<file path="src/rtl/fetch_unit.sv">
// fetch_unit: instruction fetch stage. Owns the PC, issues instruction-memory
// reads, builds the next IF/ID bundle, tracks redirects that land while a
// read is outstanding, and parks in HALTED once halt retires.

package fetch_pkg;
    typedef enum logic [1:0] {
        NO_STALL   = 2'd0,
        IFID_STALL = 2'd1,
        IDEX_STALL = 2'd2,
        FULL_STALL = 2'd3
    } pipe_stall_t;

    typedef struct packed {
        logic [31:0] instr;
        logic [31:0] pc4;
    } ifid_t;
endpackage

module fetch_unit
    import fetch_pkg::*;
#(
    parameter logic [31:0] PC_RESET = 32'h0000_0000,
    parameter int          CNT_W    = 32
) (
    input  logic             CLK,
    input  logic             nRST,
    input  pipe_stall_t      pipe_stall,
    input  logic             ihit,
    input  logic [31:0]      iload,
    input  logic             redirect_en,
    input  logic [31:0]      redirect_pc,
    input  logic             halt,
    output logic             imemREN,
    output logic [31:0]      imemaddr,
    output ifid_t            ifid_n,
    output logic [CNT_W-1:0] fetch_count,
    output logic             halted
);

    // Instruction-memory handshake: a read is requested in every cycle with
    // imemREN=1 at address imemaddr; it completes in the cycle ihit=1, when
    // iload carries the word. imemaddr is held until that completion, which
    // is why a redirect seen during a miss is parked in pend_pc.

    typedef enum logic [1:0] {
        S_FETCH         = 2'd0,
        S_REDIRECT_PEND = 2'd1,
        S_HALTED        = 2'd2
    } state_t;

    state_t           state, next_state;
    logic [31:0]      pc, next_pc;
    logic [31:0]      pend_pc, next_pend_pc;
    logic [CNT_W-1:0] next_count;

    // State, PC, pending target and fetch counter registers.
    always_ff @(posedge CLK or negedge nRST) begin
        if (!nRST) begin
            state       <= S_FETCH;
            pc          <= PC_RESET;
            pend_pc     <= 32'h0;
            fetch_count <= '0;
        end else begin
            state       <= next_state;
            pc          <= next_pc;
            pend_pc     <= next_pend_pc;
            fetch_count <= next_count;
        end
    end

    // Next-state logic and combinational fetch outputs.
    always_comb begin
        next_state   = state;
        next_pc      = pc;
        next_pend_pc = pend_pc;
        next_count   = fetch_count;
        imemREN      = 1'b1;
        imemaddr     = pc;
        ifid_n       = '0;

        case (state)
            S_FETCH: begin
                ifid_n.pc4 = pc + 32'd4;
                if (ihit && !redirect_en) begin
                    ifid_n.instr = iload;
                end
                // A redirect under FULL_STALL is held by its source, so it
                // is simply picked up once the stall clears.
                if (redirect_en && pipe_stall != FULL_STALL) begin
                    if (ihit) begin
                        next_pc = redirect_pc;
                    end else begin
                        next_pend_pc = redirect_pc;
                        next_state   = S_REDIRECT_PEND;
                    end
                end else if (ihit && !redirect_en && pipe_stall == NO_STALL) begin
                    next_pc    = pc + 32'd4;
                    next_count = fetch_count + CNT_W'(1);
                end
            end
            S_REDIRECT_PEND: begin
                ifid_n.pc4 = pc + 32'd4;
                if (redirect_en) begin
                    next_pend_pc = redirect_pc;
                end
                // The stale word is dropped; the newest target wins even if
                // it arrives in the same cycle as the completion.
                if (ihit) begin
                    next_pc    = redirect_en ? redirect_pc : pend_pc;
                    next_state = S_FETCH;
                end
            end
            S_HALTED: begin
                imemREN = 1'b0;
            end
            default: begin
                imemREN    = 1'b0;
                next_state = S_FETCH;
            end
        endcase

        // Halt overrides any redirect or accept in the same cycle.
        if (halt) begin
            next_state   = S_HALTED;
            next_pc      = pc;
            next_pend_pc = pend_pc;
            next_count   = fetch_count;
        end
    end

    assign halted = (state == S_HALTED);

endmodule
</file>
<file path="config.mk">
export PLATFORM = sky130hd
export DESIGN_NAME = fetch_unit
export DESIGN_NICKNAME = d
export VERILOG_FILES = /design/src/rtl/fetch_unit.sv
export SDC_FILE = /design/constraint.sdc
export NUM_CORES = 1
export LEC_CHECK = 0
export CORE_ASPECT_RATIO = 0.8
export CORE_UTILIZATION = 43
export CTS_BUF_LIST = sky130_fd_sc_hd__clkbuf_4 sky130_fd_sc_hd__clkbuf_8
export DETAILED_ROUTE_END_ITERATION = 8
export PLACE_DENSITY = 0.91
export SETUP_SLACK_MARGIN = 0.4
export SLEW_MARGIN = 10
export SYNTH_ARGS = -nofsm -noshare
export SYNTH_HDL_FRONTEND = slang
export SYNTH_SLANG_ARGS = --single-unit
</file>
<file path="constraint.sdc">
create_clock -name CLK -period 2 [get_ports CLK]
set_input_delay 0.4 -clock CLK [delete_from_list [all_inputs] [get_ports CLK]]
set_output_delay 0.4 -clock CLK [all_outputs]
set_load 0.01 [all_outputs]
</file>
Word-level counts from Yosys, hierarchy flattened
Index checks and enable logic that the tools add are counted.
Widths: inputs -> output; s select.
Storage, ports and cells
  bits in registers: 98
  bits in latches: 0
  memory bits (writable): 0
  memory bits (read-only): 0
  input port bits: 71
  output and inout port bits: 130
  word-level logic and storage cells: 50
  memories: 0
Operators by class
  add/subtract/negate cells: 2
  multiply operators: 0
  divide/modulo/power cells: 0
  $lt $le $gt $ge: 0
  equal/unequal tests: 12
  shift-type cells: 0
  multiplexer cells: 18
  bitwise logic cells: 2
  reduce and logical (&&, ||, !) cells: 12
Operator list (count)
  $mux 32: 10
  $pmux 32 s2: 2
  $add 32x1->32 const B: 1
  $add 32x3->32 const B: 1
  $ne 3x3->1 const B: 5
  $reduce_and 4->1: 3
  $ne 2x2->1 const B: 5
  $mux 2: 4
  $pmux 2 s3: 1
  $reduce_and 5->1: 1
  $logic_not 2->1: 2
  $logic_and 1x1->1: 3
  $eq 2x1->1 const B: 1
  $eq 2x2->1 const B: 1
  $not 1->1: 2
  $reduce_bool 2->1: 1
  $reduce_or 2->1: 1
  $logic_not 1->1: 1
  $mux 1: 1

Longest topological paths before layout
Gate-level depths: netlist of the first run.
  depth after elaboration: 6
  depth in mapped cells: 7
  gate-level depth less buffers: 6

Worst setup path after synthesis of the first run
OpenSTA, ideal clock, no wires.
  kind: register to output
  start: register pc[2], in the netlist imemaddr[2]
  end: output port ifid_n[24] (netlist name)
  data arrival time: 1.887 ns
  required time: 1.600 ns
  setup slack: -0.287 ns
  stages on the path, launching flop included: 8
  buffers on the path: 1
  cells stage by stage: dfrtp_1 ha_1 nand3_2 nor4_4 buf_4 nand3_1 xor2_1 nor2_1
RTL lines
  start: declaration: line 52  | logic [31:0] pc, next_pc;
  start signal: assignment: line 65  | pc <= next_pc;
  end: declaration: line 35  | output ifid_t ifid_n,

==> results of run 1 <==
## registers in the layout (all words and copies together), names as in the netlist
register / count
imemaddr: 32
state: 2
fetch_count: 32
pend_pc: 32
## cell families after synthesis
family / share of synthesized area (%)
buffers and inverters: 3.35
AND/OR/NAND/NOR: 24.5
adder cells (fa/ha/maj): 0.421
multiplexers: 7.61
XOR/XNOR: 8.70
flip-flops: 41.3
AO/OA/AOI/OAI: 14.1
## placed cells by master (no fill, tap or decap), types with 10 or more instances in the layout
master,Yosys,layout
and2_4,0,33
nand4_1,14,14
nand2_1,34,12
buf_2,15,35
clkdlybuf4s50_1,0,69
a21oi_2,0,15
nor2_4,0,14
xnor2_1,44,23
nand2_2,0,10
nand2_4,0,12
xor2_1,15,11
mux2_2,33,32
xnor2_2,0,20
and3_1,18,11
buf_6,0,163
buf_4,1,154
dfrtp_1,98,65
nor2_1,71,54
buf_12,0,17
dfrtp_2,0,33
dlymetal6s2s_1,0,47
## layout make-up
type / instances / area (sq um)
diodes: 2 / 5.00
clock buffers: 9 / 124
clock inverters: 7 / 71.3
fillers: 306 / 707
inverters: 9 / 33.8
multi-input cells: 489 / 4650
flip-flops and latches: 98 / 2490
well taps: 180 / 225
repair buffers: 509 / 5190
## routing by layer
layer,vias to the layer above,GRT usage (%)
li1,3270,-
met1,4398,50.3
met2,1338,65.2
met3,572,9.55
met4,6,22.9
met5,-,0
## cells in the mapped netlist, types with 12 or more instances
| library cell | instances |
|---|---|
| mux2_2 | 33 |
| and3_1 | 18 |
| a21oi_1 | 27 |
| o21ai_0 | 19 |
| xnor2_1 | 44 |
| nand2_1 | 34 |
| dfrtp_1 | 98 |
| nor3_1 | 14 |
| buf_2 | 15 |
| clkbuf_1 | 21 |
| nor2_1 | 71 |
| and2_1 | 37 |
| nand3_1 | 26 |
| xor2_1 | 15 |
| and4_1 | 12 |
| nand4_1 | 14 |
## power groups by stage
stage,combinational [mW],sequential (mW),clock [mW]
6_report,1.02,2.15,1.50
5_1_grt,1.03,2.14,1.52
4_1_cts,0.744,2.11,1.32
3_5_place_dp,0.683,2.14,0
3_3_place_gp,0.667,2.14,0
2_1_floorplan,0.227,2.17,0
## worst max-delay path by stage
stage / start / endpoint / slack [ns] / cells past startpoint
after floorplan: imemaddr[4] / ifid_n[25] / -0.02 / 5
after global placement: redirect_en / ifid_n[58] / -0.47 / 5
after detailed placement: redirect_en / ifid_n[32] / -0.50 / 5
after CTS: imemaddr[3] / imemaddr[28] / -0.62 / 15
after global routing: imemaddr[2] / ifid_n[31] / -1.21 / 8
final: imemaddr[2] / ifid_n[31] / -1.28 / 8
## stage by stage
stage | setup TNS, ns | setup WS (ns)
floorplan | -0.0844 | -0.0211
global placement | -37.16 | -0.467
finish | -54.55 | -1.28
global route | -56.94 | -1.21
CTS | -15.67 | -0.620
detailed placement | -42.40 | -0.500
## what timing repair did
| action | CTS | global route |
|---|---|---|
| endpoints found under the hold margin | 22 | 0 |
| hold buffers | 1 | 0 |
| setup endpoints to repair | 220 | 226 |
| gates resized for setup | 497 | 341 |
| pin swaps | 100 | 120 |
| gates cloned | 11 | 4 |
| setup buffers | 82 | 87 |
==> results.md, run 1 <==
- Reg2reg end: fetch_count[30]
- Post-DR vias/cell: 7.36
- CTS tree: done
- Min-delay worst type: primary input to asynchronous set/reset pin
- DR iter-0 viols: 2110
- Fin Clk Skew: 0.0252 ns
- Layout cells sized above 1: 62.3%
- Failing checks: design-rule violations, negative setup slack
- Sequential fraction of the synthesis area: 41.3%
- Tmin final: 3.28 ns
- # port buffers: 200
- Routed wl met2: 18.3 mm
- Net Count, Synth: 704
- Switching power: 1.66 mW
- Ys async rst share: 100%
- Final Slew Violations: 0
- Core box area: 13500 sq um
- Synth-to-layout area growth: 116%
- Crit-path max FO: 4
- Total power: 4.67 mW
- Vias in the first global route: 7860
- Placed inst area: 9260 sq um
- Via count: 9584
- Clock power share: 32.2%
- RR Startpoint: fetch_count[1]
- First-pass GRT wire length: 44.3 mm
- Clk_lat worst skew: 0.44 ns
- #FFs+latches synth: 98
- Critical Path Most Common Cell: buf_6
- CTS clk-pin slew, worst paths: 0.14 ns
- Worst slew margin: 58.7%
- Worst Max-Slew Pin Slew: 0.618 ns
- Combinational Power Share: 21.8%
- Synth area leader: dfrtp_1
- Sequential share of power: 46.0%
- Setup Viol. Count Final: 156
- Bufs on Longest Clock Path: 2
- Buffer and inverter count on the worst path: 3
- Setup WS post-layout: -1.28 ns
- Die H: 107 um
- DIE AREA: 14300 sq um
- Sink Count: 98
- TritonCTS Buffers: 9
- Pin count of the biggest net entering global routing: 44
- M1 WL: 14.3 mm
- Peak per-stage delay on the critical path: 0.60 ns
- Top layer in use: met5
- I/O pin cnt: 201
- Die width: 133 um
- DP Cell Count: 1100
- CP Class: flip-flop to output port
- Mapped Avg Cell Area: 9.41 sq um
- Pwr dens: 365 nW/um^2
- GR Util All Layers: 40.6%
- Yosys top cell area share: 41.3%
- Maxcap violations: 0
- Setup slack, reg-to-reg: -1.13 ns
- Leakage: 6.68 nW
- Dpl hpwl: 14.7 mm
- Global placement routability congestion: 0.900
- Antenna viol nets, final: 0
- CP required: 1.60 ns
- Initial core utilization: 44.0%
- Hold Fails Final Rpt: 0
- H-tree Lvls: 3
- Worst IR Drop VDD: 0.000456 V
- Top cells by area, synth: dfrtp_1, xnor2_1, mux2_2
- Outcome: finished with violations
- Critical Path Source Type: flip-flop
- Root buffer cell: clkbuf_8
- Peak Freq: 304 MHz
- Worst r2r path cells: 7
- Initial antenna violation count: 5
- Syn Std Cell Area: 5940 sq um
- CP max stage cell: nor4_4
- Worst-path cell chain: nand4_1, nor4_4, buf_6, buf_6, nand4_4, xor2_2, nor2_1, buf_2
- Final core utilization: 94.8%
- Post-route cell area: 12800 sq um
- DRC Markers: 5
- WHS: 0.423 ns
- Global route overflow: 0
- Delay-heaviest family, CP: simple AND/OR/NAND/NOR gates
- RSZ-0062 raised after global routing: true
- Post-synth EDFFs: 0
- Fin nets: 1189
- Synth unique cells: 65
- Final cell count without fillers: 1303
- Ys flop type: dfrtp_1
- CP arrival: 2.88 ns
- Int Pwr: 3.02 mW
- Total routed wirelength: 45.8 mm
- Synth warnings: 0
- Row count: 38
- Routed WL per cell: 35.2 um
- Fin crit share: 164%
- CP Capture Type: output port
- Sw Share: 35.5%
- Initial DRT Pass Iterations: 9
- Cells after synthesis: 631
- DR WL met3: 7.73 mm
No activity file was read; power rests on OpenSTA's default activity.
==> run 2, diff against run 1 <==
==> constraint.sdc (replaced) <==
create_clock -name CLK -period 2 [get_ports CLK]
set_input_delay 0.6 -clock CLK [delete_from_list [all_inputs] [get_ports CLK]]
set_output_delay 0.6 -clock CLK [all_outputs]
set_load 0.01 [all_outputs]
==> run 2 against run 1 <==
The flow now stops in 5_1_grt. Synthesized cell count is the same. Area after synthesis is the same.
==> results.md, run 2 <==
- # port buffers: 200 (unchanged)
- Worst setup endpoint GRT: ifid_n[27]
- Die width: 133 um (unchanged)
- Die H: 107 um (unchanged)
- Global placement routability congestion: 0.913 (was 0.900)
- Sequential fraction of the synthesis area: 41.3% (unchanged)
- WEP type: primary output
- GR Util All Layers: 76.5%
- Setup slack after placement: -0.913 ns (was -0.500 ns)
- Cells after synthesis: 631 (unchanged)
- Yosys top cell area share: 41.3% (unchanged)
- Top cells by area, synth: dfrtp_1, xnor2_1, mux2_2 (unchanged)
- Synth unique cells: 65 (unchanged)
- Global route overflow: 121
- TritonCTS Buffers: 9 (unchanged)
- Row count: 38 (unchanged)
- Mapped Avg Cell Area: 9.41 sq um (unchanged)
- Bufs on Longest Clock Path: 2 (unchanged)
- Net Count, Synth: 704 (unchanged)
- Synth area leader: dfrtp_1 (unchanged)
- Post-synth EDFFs: 0 (unchanged)
- Failed at: 5_1_grt
- #FFs+latches synth: 98 (unchanged)
- Root buffer cell: clkbuf_8 (unchanged)
- Top-count cell post-synth: dfrtp_1 (unchanged)
- Synth warnings: 0 (unchanged)
- Outcome: stopped before the end (was finished with violations)
- Pin count of the biggest net entering global routing: 37
- Tool Error: [ERROR GRT-0232] Routing congestion too high. Check the congestion heatmap in the GUI.
- Dpl hpwl: 15.7 mm (was 14.7 mm)
- Ys flop type: dfrtp_1 (unchanged)
- Initial core utilization: 44.0% (unchanged)
- Sink Count: 98 (unchanged)
- DP Cell Count: 1107 (was 1100)
- H-tree Lvls: 3 (unchanged)
- I/O pin cnt: 201 (unchanged)
- Ys async rst share: 100% (unchanged)
- Syn Std Cell Area: 5940 sq um (unchanged)
- Synth cell count leaders: dfrtp_1, nor2_1, xnor2_1 (unchanged)
-- run 2: cell counts after synthesis --
Identical to the previous run, type by type.
-- run 2: logic make-up after synthesis --
family	share of synthesized area, %
DFF	41.3
buffers and inverters	3.35
adders and majority gates	0.421
muxes	7.61
and+or+nand+nor	24.5
AOI/OAI and AO/OA	14.1
xor gates and xnor gates	8.70
-- run 2: repair_timing --
item,4_1_cts
endpoints found under the setup margin,225
hold buffers,0
buffers inserted,84
gates cloned,9
pin swaps,45
resized for setup,524
-- run 2: through the flow --
step / TNS (ns) / cell area (sq um) / util [%]
2_1_floorplan: -2.15 / 6630 / -
3_3_place_gp: -81.35 / 9570 / 70.9
3_5_place_dp: -86.90 / 9570 / 70.9
4_1_cts: -26.16 / 11200 / 82.8
-- run 2: per-layer routing --
layer / overflow / track usage [%]
met1: 0 / 75.5
met2: 67 / 95.6
met3: 0 / 57.0
met4: 54 / 82.8
met5: 0 / 22.6
==> run 3, diff against run 2 <==
CORE_ASPECT_RATIO = not set   (was 0.8)
CORE_UTILIZATION = 40   (was 43)
CTS_BUF_LIST = not set   (was sky130_fd_sc_hd__clkbuf_4 sky130_fd_sc_hd__clkbuf_8)
PLACE_DENSITY = not set   (was 0.91)
PLACE_DENSITY_LB_ADDON = 0.15   (was not set)
SETUP_SLACK_MARGIN = not set   (was 0.4)
clock period = 2.6 ns   (was 2 ns; I/O delays follow)
==> run 3 against run 2 <==
The flow now finishes, with violations (negative setup slack).
==> results.md, run 3 (synthesis results as in run 1) <==
- N_diodes: 0
- Setup Viol. Count Final: 23
- Row count: 44 (was 38)
- CP Capture Type: output port
- Reg2reg end: imemaddr[28]
- Pwr dens: 364 nW/um^2
- Post-DR vias/cell: 5.47
- Most frequent cells in the layout: clkdlybuf4s50_1, buf_4, dfrtp_1
- DR WL met3: 1.08 mm
- CP required: 1.82 ns
- Post-CTS Hold Fix Bufs: 0 (unchanged)
- Clk_lat worst skew: 0.35 ns
- Routed WL per cell: 17.8 um
- Pin count of the biggest net entering global routing: 99
- Root buffer cell: clkbuf_16 (was clkbuf_8)
- Worst r2r path cells: 12
- Total routed wirelength: 20.4 mm
- Sink Count: 98 (unchanged)
- Outcome: finished with violations (was stopped before the end)
- Maxcap violations: 0
- Filler instances: 1169
- M1 WL: 8.88 mm
- # port buffers: 200 (unchanged)
- Top layer in use: met4
- DRC Markers: 0
- RSZ-0062 raised after global routing: true
- CTS clk-pin slew, worst paths: 0.07 ns
- Hold Fails Final Rpt: 0
- Min-delay worst type: primary input to asynchronous set/reset pin
- Core box area: 14500 sq um
- CP max stage cell: dfrtp_1
- Critical Path Source Type: flip-flop
- DIE AREA: 15300 sq um
- Register area: 2450 sq um
- Commonest non-fill, non-tap cell in the layout: clkdlybuf4s50_1
- Global placement routability congestion: 0.853 (was 0.913)
- Bufs on Longest Clock Path: 2 (unchanged)
- Layout cells sized above 1: 33.6%
- Initial core utilization: 40.8% (was 44.0%)
- Final Slew Violations: 0
- I/O pin cnt: 201 (unchanged)
- Setup WS post-layout: -0.379 ns
- Worst Max-Slew Pin Slew: 0.564 ns
- First-pass GRT wire length: 30.8 mm
- CP endpoint: ifid_n[26]
- Dpl hpwl: 13.7 mm (was 15.7 mm)
- RR Startpoint: imemaddr[3]
- TritonCTS Buffers: 9 (unchanged)
- CTS tree: done
- Failing checks: negative setup slack
- Final core utilization: 67.5%
- Global route overflow: 0
- DR iter-0 viols: 443
- Die H: 124 um (was 107 um)
- Setup slack, reg-to-reg: 0.13 ns
- Via count: 6284
- CP arrival: 2.20 ns
- Routed wl met2: 10.2 mm
- WHS: 0.467 ns
- Peak per-stage delay on the critical path: 0.40 ns
- Fin crit share: 115%
- Crit-path max FO: 3
- Tmin final: 2.98 ns
- Antenna viol nets, final: 0
- Leakage: 4.56 nW
- Fin Clk Skew: 0.00930 ns
- Initial antenna violation count: 0
- Crit path from: imemaddr[3]
- Fin nets: 1032
- Initial DRT Pass Iterations: 5
- GR Util All Layers: 26.1%
- Synth-to-layout area growth: 65.2%
- Worst slew margin: 62.4%
- Multi-input gate area: 3570 sq um
- Worst IR Drop VDD: 0.000345 V
- Worst-path cell chain: ha_4, nand3_4, nor4_4, buf_6, buf_6, and3b_2, xnor2_1, nor2_1, buf_2
- Critical Path Most Common Cell: buf_6
- Peak Freq: 336 MHz
- Die width: 124 um (was 133 um)
- H-tree Lvls: 3 (unchanged)
- CP Class: flip-flop to output port
- Vias in the first global route: 6018
-- run 3: metal layers --
layer | vias to the layer above | global-route usage [%]
met5 | - | 0
met4 | 0 | 8.81
met3 | 19 | 3.34
met2 | 227 | 43.9
met1 | 3088 | 34.6
li1 | 2950 | -
-- run 3: through the flow --
| stage | std cells | power (mW) | setup slack [ns] | setup TNS, ns | area, sq um |
|---|---|---|---|---|---|
| 2_1_floorplan | 631 | 1.82 | 0.00596 | 0 | 5940 |
| 3_3_place_gp | 1093 | 2.14 | -0.540 | -24.60 | 9000 |
| 3_5_place_dp | 1093 | 2.15 | -0.595 | -26.60 | 9000 |
| 4_1_cts | 1146 | 3.58 | -0.395 | -6.03 | 9640 |
| 5_1_grt | 1148 | 3.70 | -0.455 | -6.78 | 9810 |
| 6_report | 1148 | 3.57 | -0.379 | -4.41 | 9810 |
-- run 3: timing repair --
item,in CTS,in global routing
hold endpoints to repair,0,0
buffers inserted,34,10
setup endpoints to repair,61,35
gates resized for setup,264,54
pin swaps,18,18
cloned,4,0
-- run 3: final cells by class --
| cell class | instances | area share [%] |
|---|---|---|
| flip-flops and latches | 98 | 25.0 |
| clock buffers | 9 | 2.30 |
| well taps | 184 | 2.35 |
| multi-input cells | 486 | 36.4 |
| inverters | 9 | 0.344 |
| repair buffers | 355 | 32.7 |
| clock inverters | 7 | 0.855 |
-- run 3: worst min-delay path by stage --
| stage | endpoint | slack (ns) | depth (start not counted) |
|---|---|---|---|
| global route | fetch_count[31] | 0.51 | 1 |
| detailed placement | fetch_count[31] | 0.46 | 1 |
| global placement | fetch_count[31] | 0.47 | 1 |
| CTS | fetch_count[31] | 0.48 | 1 |
| finish | pend_pc[21] | 0.47 | 2 |
| floorplan | pend_pc[3] | 0.47 | 1 |
-- run 3: worst max-delay path, delay by kind of cell (launching register included) --
family,cells,cell delay (ns)
DFF,1,0.40
buffers and inverters,3,0.40
adders and majority gates,1,0.17
and+or+nand+nor,4,0.74
xor gates and xnor gates,1,0.13
-- run 3: power breakdown --
group	internal (mW)	switching, mW
Sequential	1.58	0.0410
Clock	0.766	0.645
Combinational	0.299	0.241
Total	2.64	0.927
==> run 4, diff against run 3 <==
CORE_UTILIZATION = 46   (was 40)
==> run 4 against run 3 <==
The flow still finishes with violations (negative setup slack). Via count is 5.8% higher. Final cell count is 0.35% lower. Clock skew is 0.0032 ns higher. Non-clock buffer count is 8 higher.
==> results.md, run 4 (synthesis results as in run 1) <==
- CTS clk-pin slew, worst paths: 0.08 ns (was 0.07 ns)
- Die width: 116 um (was 124 um)
- GR Util All Layers: 32.3% (was 26.1%)
- CP Class: flip-flop to output port (unchanged)
- Pin count of the biggest net entering global routing: 43 (was 99)
- Fin Clk Skew: 0.0125 ns (was 0.00930 ns)
- Initial DRT Pass Iterations: 8 (was 5)
- DP Cell Count: 1078 (was 1093)
- Maxcap violations: 0 (unchanged)
- Initial core utilization: 47.0% (was 40.8%)
- Peak Freq: 338 MHz (was 336 MHz)
- Routed WL per cell: 19.5 um (was 17.8 um)
- Commonest non-fill, non-tap cell in the layout: clkdlybuf4s50_1 (unchanged)
- Buffer and inverter count on the worst path: 4 (was 3)
- Core box area: 12600 sq um (was 14500 sq um)
- Via count: 6646 (was 6284)
- DIE AREA: 13400 sq um (was 15300 sq um)
- Delay-heaviest family, CP: simple AND/OR/NAND/NOR gates (unchanged)
- Tmin final: 2.96 ns (was 2.98 ns)
- Bufs on Longest Clock Path: 2 (unchanged)
- Fin nets: 1040 (was 1032)
- Worst IR Drop VDD: 0.000299 V (was 0.000345 V)
- N_diodes: 0 (unchanged)
- First-pass GRT wire length: 33.3 mm (was 30.8 mm)
- DR iter-0 viols: 633 (was 443)
- Clk_lat worst skew: 0.36 ns (was 0.35 ns)
- Placed inst area: 8940 sq um (was 9000 sq um)
- CTS tree: done (unchanged)
- Post-DR vias/cell: 5.81 (was 5.47)
- Final Slew Violations: 0 (unchanged)
- Root buffer cell: clkbuf_16 (unchanged)
- Final cell count without fillers: 1144 (was 1148)
- CP arrival: 2.18 ns (was 2.20 ns)
- DRC Markers: 0 (unchanged)
- Critical Path Source Type: flip-flop (unchanged)
- Hold Fails Final Rpt: 0 (unchanged)
- Layout cells sized above 1: 35.1% (was 33.6%)
- CP max stage cell: dfrtp_1 (unchanged)
- Synth-to-layout area growth: 66.8% (was 65.2%)
- Global route overflow: 0 (unchanged)
- Failing checks: negative setup slack (unchanged)
- CP required: 1.82 ns (about the same)
- Most frequent cells in the layout: clkdlybuf4s50_1, buf_4, dfrtp_1 (unchanged)
- Global placement routability congestion: 0.870 (was 0.853)
- Setup slack, reg-to-reg: 0.13 ns (about the same)
- Worst Max-Slew Pin Slew: 0.879 ns (was 0.564 ns)
- Leakage: 4.60 nW (was 4.56 nW)
- TritonCTS Buffers: 9 (unchanged)
- Post-route cell area: 9900 sq um (was 9810 sq um)
- # port buffers: 200 (unchanged)
- Min-delay worst type: primary input to asynchronous set/reset pin (unchanged)
- Initial antenna violation count: 0 (unchanged)
- Crit-path max FO: 2 (was 3)
- Row count: 41 (was 44)
- Fin crit share: 114% (was 115%)
- CP Capture Type: output port (unchanged)
- Sink Count: 98 (unchanged)
- Critical Path Most Common Cell: buf_2 (was buf_6)
- Worst slew margin: 41.2% (was 62.4%)
- Antenna viol nets, final: 0 (unchanged)
- Setup Viol. Count Final: 25 (was 23)
- Worst-path cell chain: nand4_1, buf_4, nor4_4, buf_2, buf_6, and3b_2, xnor2_2, nor2_1, buf_2 (was ha_4, nand3_4, nor4_4, buf_6, buf_6, and3b_2, xnor2_1, nor2_1, buf_2)
- RSZ-0062 raised after global routing: true (unchanged)
- Total routed wirelength: 22.3 mm (was 20.4 mm)
- Setup WS post-layout: -0.359 ns (was -0.379 ns)
- Vias in the first global route: 6450 (was 6018)
- H-tree Lvls: 3 (unchanged)
- Dpl hpwl: 14.2 mm (was 13.7 mm)
- Peak per-stage delay on the critical path: 0.39 ns (was 0.40 ns)
- Outcome: finished with violations (unchanged)
- Pwr dens: 360 nW/um^2 (was 364 nW/um^2)
- I/O pin cnt: 201 (unchanged)
- Die H: 116 um (was 124 um)
## run 4: cell types whose count changed in the layout (fill, tap and decap cells not counted), sizes merged
cell and change:
clkbuf +8, dlygate4sd2 -3, clkinvlp -1, clkinv +1, clkdlybuf4s15 +4, inv +1
bufinv -1, dlymetal6s2s -1
## run 4: report_power, final
group | internal (mW) | switching, mW
logic | 0.301 | 0.255
clock network | 0.691 | 0.697
registers | 1.58 | 0.0429
## run 4: cell type report
type                    instances  area [sq um]
clock buffers                   9           225
clock inverters                 7          78.8
fillers                       853          2720
inverters                       9          33.8
multi-input cells             486          3640
flip-flops and latches         98          2460
well taps                     172           215
repair buffers                363          3250
## run 4: final timing paths
kind | startpoint | endpoint | cells past startpoint
worst max-delay path | imemaddr[17] | ifid_n[26] | 9
worst max register to register | imemaddr[17] | imemaddr[28] | 12
worst min register to register | fetch_count[25] | fetch_count[25] | 1
max in group asynchronous | nRST | fetch_count[13] | 2
worst min-delay path | nRST | pend_pc[29] | 1
min in group CLK | fetch_count[25] | fetch_count[25] | 1
## run 4: repair_timing
action / in CTS / in global routing
setup endpoints to repair: 60 / 56
setup buffers: 37 / 19
hold buffers: 0 / 0
gates resized for setup: 282 / 52
pin swaps: 26 / 24
gates cloned: 4 / 0
endpoints found under the hold margin: 0 / 0
## run 4: routing by layer
| layer | part of all wire (%) | vias up | global-route usage (%) | wire length (um) |
|---|---|---|---|---|
| met1 | 40 | 3223 | 40.8 | 8820 |
| met3 | 7.5 | 71 | 5.81 | 1670 |
| met5 | 0 | - | 0 | 0 |
| met4 | 3.0 | 0 | 15.0 | 673 |
| met2 | 50 | 390 | 54.1 | 11100 |
| li1 | - | 2962 | - | - |
## run 4: worst register-to-register path: cells and delay by family, from the launching register on
family	cells	cell delay, ns
compound gates	1	0.25
buf+inv	7	0.97
flops	1	0.39
simple gates	4	0.76
## run 4: metrics by stage
step	total power, mW	TNS, ns	worst slack (ns)	util, %	hold slack (ns)
after floorplan	1.82	0	0.00596	-	0.471
after global routing	3.68	-7.73	-0.469	78.5	0.329
after CTS	3.54	-3.44	-0.280	77.4	0.317
after global placement	2.13	-24.32	-0.533	70.8	0.467
final	3.56	-5.43	-0.359	78.5	0.318
after detailed placement	2.14	-28.77	-0.635	70.8	0.475
